==> src/rtl/abcd_vector_sequencer.sv <==
// Gray-code stimulus source and truth-table capture for a 4-input logic block.
// Each vector is held for HOLD_CYCLES, G is sampled once, and a 16-entry table is built.
module abcd_vector_sequencer #(
   parameter int HOLD_CYCLES = 4,
   parameter int CNT_W       = 8
) (
   input  logic        clk,
   input  logic        rst,
   input  logic        start,
   input  logic        step_mode,
   input  logic        step,
   input  logic        g_in,
   output logic        a_out,
   output logic        b_out,
   output logic        c_out,
   output logic        d_out,
   output logic [3:0]  idx,
   output logic [15:0] truth,
   output logic [4:0]  g_count,
   output logic        busy,
   output logic        done
);

   typedef enum logic [2:0] {
      S_IDLE,
      S_DRIVE,
      S_SAMPLE,
      S_WAIT,
      S_DONE
   } state_t;

   localparam logic [CNT_W-1:0] HOLD_LAST = CNT_W'(HOLD_CYCLES - 1);

   state_t           state;
   logic [CNT_W-1:0] hold_cnt;
   logic [3:0]       vec;
   logic [3:0]       next_idx;

   function automatic logic [3:0] to_gray(input logic [3:0] v);
      return v ^ (v >> 1);
   endfunction

   assign next_idx = idx + 4'd1;
   assign {a_out, b_out, c_out, d_out} = vec;

   always_ff @(posedge clk or posedge rst) begin
      if (rst) begin
         state    <= S_IDLE;
         hold_cnt <= '0;
         idx      <= '0;
         vec      <= '0;
         truth    <= '0;
         g_count  <= '0;
         busy     <= 1'b0;
         done     <= 1'b0;
      end else begin
         case (state)
            S_IDLE, S_DONE: begin
               if (start) begin
                  state    <= S_DRIVE;
                  hold_cnt <= '0;
                  idx      <= '0;
                  vec      <= '0;
                  truth    <= '0;
                  g_count  <= '0;
                  busy     <= 1'b1;
                  done     <= 1'b0;
               end
            end
            S_DRIVE: begin
               // The vector was loaded on entry, so HOLD_CYCLES cycles here give the settle time.
               if (hold_cnt == HOLD_LAST) begin
                  state <= S_SAMPLE;
               end else begin
                  hold_cnt <= hold_cnt + 1'b1;
               end
            end
            S_SAMPLE: begin
               truth[vec] <= g_in;
               g_count    <= g_count + {4'b0000, g_in};
               if (idx == 4'd15) begin
                  state <= S_DONE;
                  busy  <= 1'b0;
                  done  <= 1'b1;
               end else if (step_mode) begin
                  state <= S_WAIT;
               end else begin
                  state    <= S_DRIVE;
                  hold_cnt <= '0;
                  idx      <= next_idx;
                  vec      <= to_gray(next_idx);
               end
            end
            S_WAIT: begin
               // Dropping step_mode releases the pause just like a step pulse.
               if (step || !step_mode) begin
                  state    <= S_DRIVE;
                  hold_cnt <= '0;
                  idx      <= next_idx;
                  vec      <= to_gray(next_idx);
               end
            end
            default: begin
               state <= S_IDLE;
               busy  <= 1'b0;
               done  <= 1'b0;
            end
         endcase
      end
   end

endmodule

==> config.mk <==
export PLATFORM = sky130hd
export DESIGN_NAME = abcd_vector_sequencer
export DESIGN_NICKNAME = d
export VERILOG_FILES = /design/src/rtl/abcd_vector_sequencer.sv
export SDC_FILE = /design/constraint.sdc
export NUM_CORES = 1
export LEC_CHECK = 0
export BUFFER_PORTS_ARGS = -buffer_cell sky130_fd_sc_hd__buf_4
export CAP_MARGIN = 20
export CORE_ASPECT_RATIO = 1.5
export CORE_MARGIN = 3
export CORE_UTILIZATION = 45
export CTS_BUF_LIST = sky130_fd_sc_hd__clkbuf_2
export DETAILED_ROUTE_END_ITERATION = 10
export PLACE_DENSITY = 0.68
export SLEW_MARGIN = 20
export SYNTH_ARGS = -nofsm -noshare
export SYNTH_HDL_FRONTEND = slang
export SYNTH_SLANG_ARGS = --single-unit
export TNS_END_PERCENT = 30
==> constraint.sdc <==
create_clock -name clk -period 2.5 [get_ports clk]
set_clock_uncertainty 0.2 [all_clocks]
set_input_delay 0.25 -clock clk [delete_from_list [all_inputs] [get_ports clk]]
set_output_delay 0.25 -clock clk [all_outputs]
set_load 0.005 [all_outputs]
==> metrics.txt <==
CP Capture Type register; Synth top area share 45.4%; nets 285; initial core utilization between 40% and 50%; Area Overhead vs Synth 18.1%; Hold Crit Class input port to register; startpoint types register; initial antenna violation count 0; syn nets 250; Routability Congestion 0.939; WS Path Type register to register; DR vias 2048; width of the die approximately 64 um; cts repair resizes 0; Critical Path RT 2600 ps; sw frac 40.2%; Overall Power between 2 and 2.5 mW; worst slew pin tran about 600 ps; Multi-input gate area 1140 um2; leading area contributor after synthesis dfrtp_1; final critical-path required period 2150 ps; Clock power frac 16.3%; Max transition margin 60.0%; die area 5920 um2; Mapped Area 2260 um2; DRC Markers 0; largest net degree at the start of global routing 42; setup_tns 0 ps; root buffer cell clkbuf_2; FF+latch count, synth 41; drt total wl 5480 um; synth warn 0; CP Data Arrival Time 2250 ps; RSZ-0062 raised after global routing false; number of flops mapped to enable cells by yosys 0; final global-route overflow total 0; CTS buffer count 5; Setup violations, final 0; Fmax 464 MHz; Bufs on Longest Clock Path 2; # H-tree levels 2; vias in the first global route 1930; core area 4850 um2; ys async rst share 100%; Cell Count, Final, Fillers Out between 300 and 400; Gate power share between 40% and 50%; Seq/Total Area, Yosys between 40% and 50%; hold path depth 3; P_sw 0.972 mW; Total GRT Usage 19.8%; CTS Sinks 41; number of routed nets with antenna violations 0; peak supply drop 0.585 mV; Max Cap Viol 0; drt pass-1 iters 4; Primary FF master, synth dfrtp_1; std cell rows 31; number of fill cells 486; WL/cell 16.0 um; placed cells 332; post-CTS setup buffer count 0; Hold Worst Slack 4.72 ps; leak pwr 1.20 nW; maximum fanout along the worst path 21; # IOs 37; post-place setup slack approximately 400 ps; Placed Area about 2600 um2; Iteration-0 DRC Markers 130; worst-skew pair later-pin latency 410 ps; Avg Cell Area, Syn 9.41 um2; post-synthesis cell count 240; Final Hold Fails 0; dpl hpwl 3830 um; P_int 1.45 mW; cell area after layout 2670 um2; Slew Limit Fails 0; first-pass GRT wire length 9340 um; Reg power frac between 40 and 50%; Vias/cell 5.99; final worst setup slack 347 ps; layout cell share with drive strength beyond 1 21.4%; Die Ht 92.8 um; CTS tree built; fin util between 50% and 60%; Hold-fix buffers, CTS 2; Final Cycle Share 86.1%; Pwr Density 907 nW/um2; clock slew at reported path FFs approximately 220 ps; Synth area leaders dfrtp_1, o21ai_0, a21oi_1; ANT cells 0; synth unique cells 51; PortBufs 36; outcome complete, no violations; Register Area 1030 um2; Reg2Reg Depth 4
cell type report:
class,count,share of cell area (%)
Timing Repair Buffer,44,12.6
Inverter,6,0.844
Tap cell,66,3.10
Sequential cell,41,38.5
Clock buffer,6,1.13
Clock inverter,2,1.27
Multi-Input combinational cell,177,42.6
sequential cells by signal, indices dropped and copies added (netlist names):
name and cells:
state 3, hold_cnt 8, busy 1, g_count 5, vec 4, truth 16, done 1, idx 3
power groups by stage:
stage	Sequential (mW)	Clock, mW	Combinational (mW)
2_1_floorplan	0.914	0	0.751
3_3_place_gp	0.986	0	1.03
3_5_place_dp	0.992	0	1.04
4_1_cts	0.979	0.402	1.04
5_1_grt	1.01	0.433	1.16
6_report	0.983	0.395	1.04
synth_stat cells (2+ instances only):
| cell | instances |
|---|---|
| a22o_1 | 7 |
| dfrtp_1 | 41 |
| nor3_1 | 4 |
| o21bai_1 | 3 |
| nand2_1 | 10 |
| o2111ai_1 | 2 |
| mux2i_1 | 3 |
| nor4b_1 | 2 |
| a21oi_1 | 13 |
| buf_4 | 2 |
| o31ai_1 | 3 |
| nand4b_1 | 2 |
| o22ai_1 | 3 |
| nor2_1 | 10 |
| mux2_2 | 2 |
| inv_1 | 6 |
| nand4_1 | 4 |
| o21ai_0 | 38 |
| o21ai_2 | 2 |
| nand2b_1 | 6 |
| or4_1 | 3 |
| ha_1 | 4 |
| buf_2 | 4 |
| xnor2_1 | 4 |
| o21ai_1 | 5 |
| nand3_1 | 10 |
| xor2_1 | 2 |
| clkbuf_1 | 9 |
| a31oi_1 | 8 |
| and3_1 | 3 |
| nor2b_1 | 5 |
worst max-delay path, stage by stage (launching register included):
cell and delay, ps:
dfrtp_1 550, or3b_4 570, nor2_4 250, nor3_2 110, a221oi_1 370
final timing paths:
kind                       slack, ps         end        from
max reg2reg                      350    state[1]    state[2]
min in group asynchronous        290  g_count[3]         rst
max in group asynchronous       1420    truth[4]         rst
min reg2reg                      320  g_count[3]  g_count[3]
max                              350    state[1]    state[2]
min                                5    truth[0]        g_in
cell families (layout without fill, tap and decap cells):
logic type               Yosys count  after routing  share of synthesized area (%)
AO/OA/AOI/OAI                     95             95                           26.6
XOR/XNOR                           6              6                           2.33
adder cells (fa/ha/maj)            4              4                           2.22
buffers and inverters             22             58                           4.21
flip-flops                        41             41                           45.4
multiplexers                       5              5                           2.33
AND/OR/NAND/NOR                   67             67                           16.8
routing by layer:
metal | part of all wire [%] | GRT usage, % | up-vias
met4 | 1.9 | 7.21 | 0
met5 | 0 | 0 | -
met3 | 4.9 | 4.13 | 9
met2 | 52 | 33.6 | 66
li1 | - | - | 973
met1 | 42 | 24.5 | 1000
placed cells by master (no fill, tap or decap), types with 3 or more instances in the layout:
cell type and instances:
a21oi_1 13, a22o_1 7, a31oi_1 8, and3_1 3, buf_4 42, clkbuf_2 6
dfrtp_1 41, ha_1 4, inv_1 6, mux2i_1 3, nand2_1 10, nand2b_1 6
nand3_1 10, nand4_1 4, nor2_1 10, nor2b_1 5, nor3_1 4, o21ai_0 38
o21ai_1 5, o21bai_1 3, o22ai_1 3, o31ai_1 3, or4_1 3, xnor2_1 4
No activity file was read; power rests on OpenSTA's default activity.
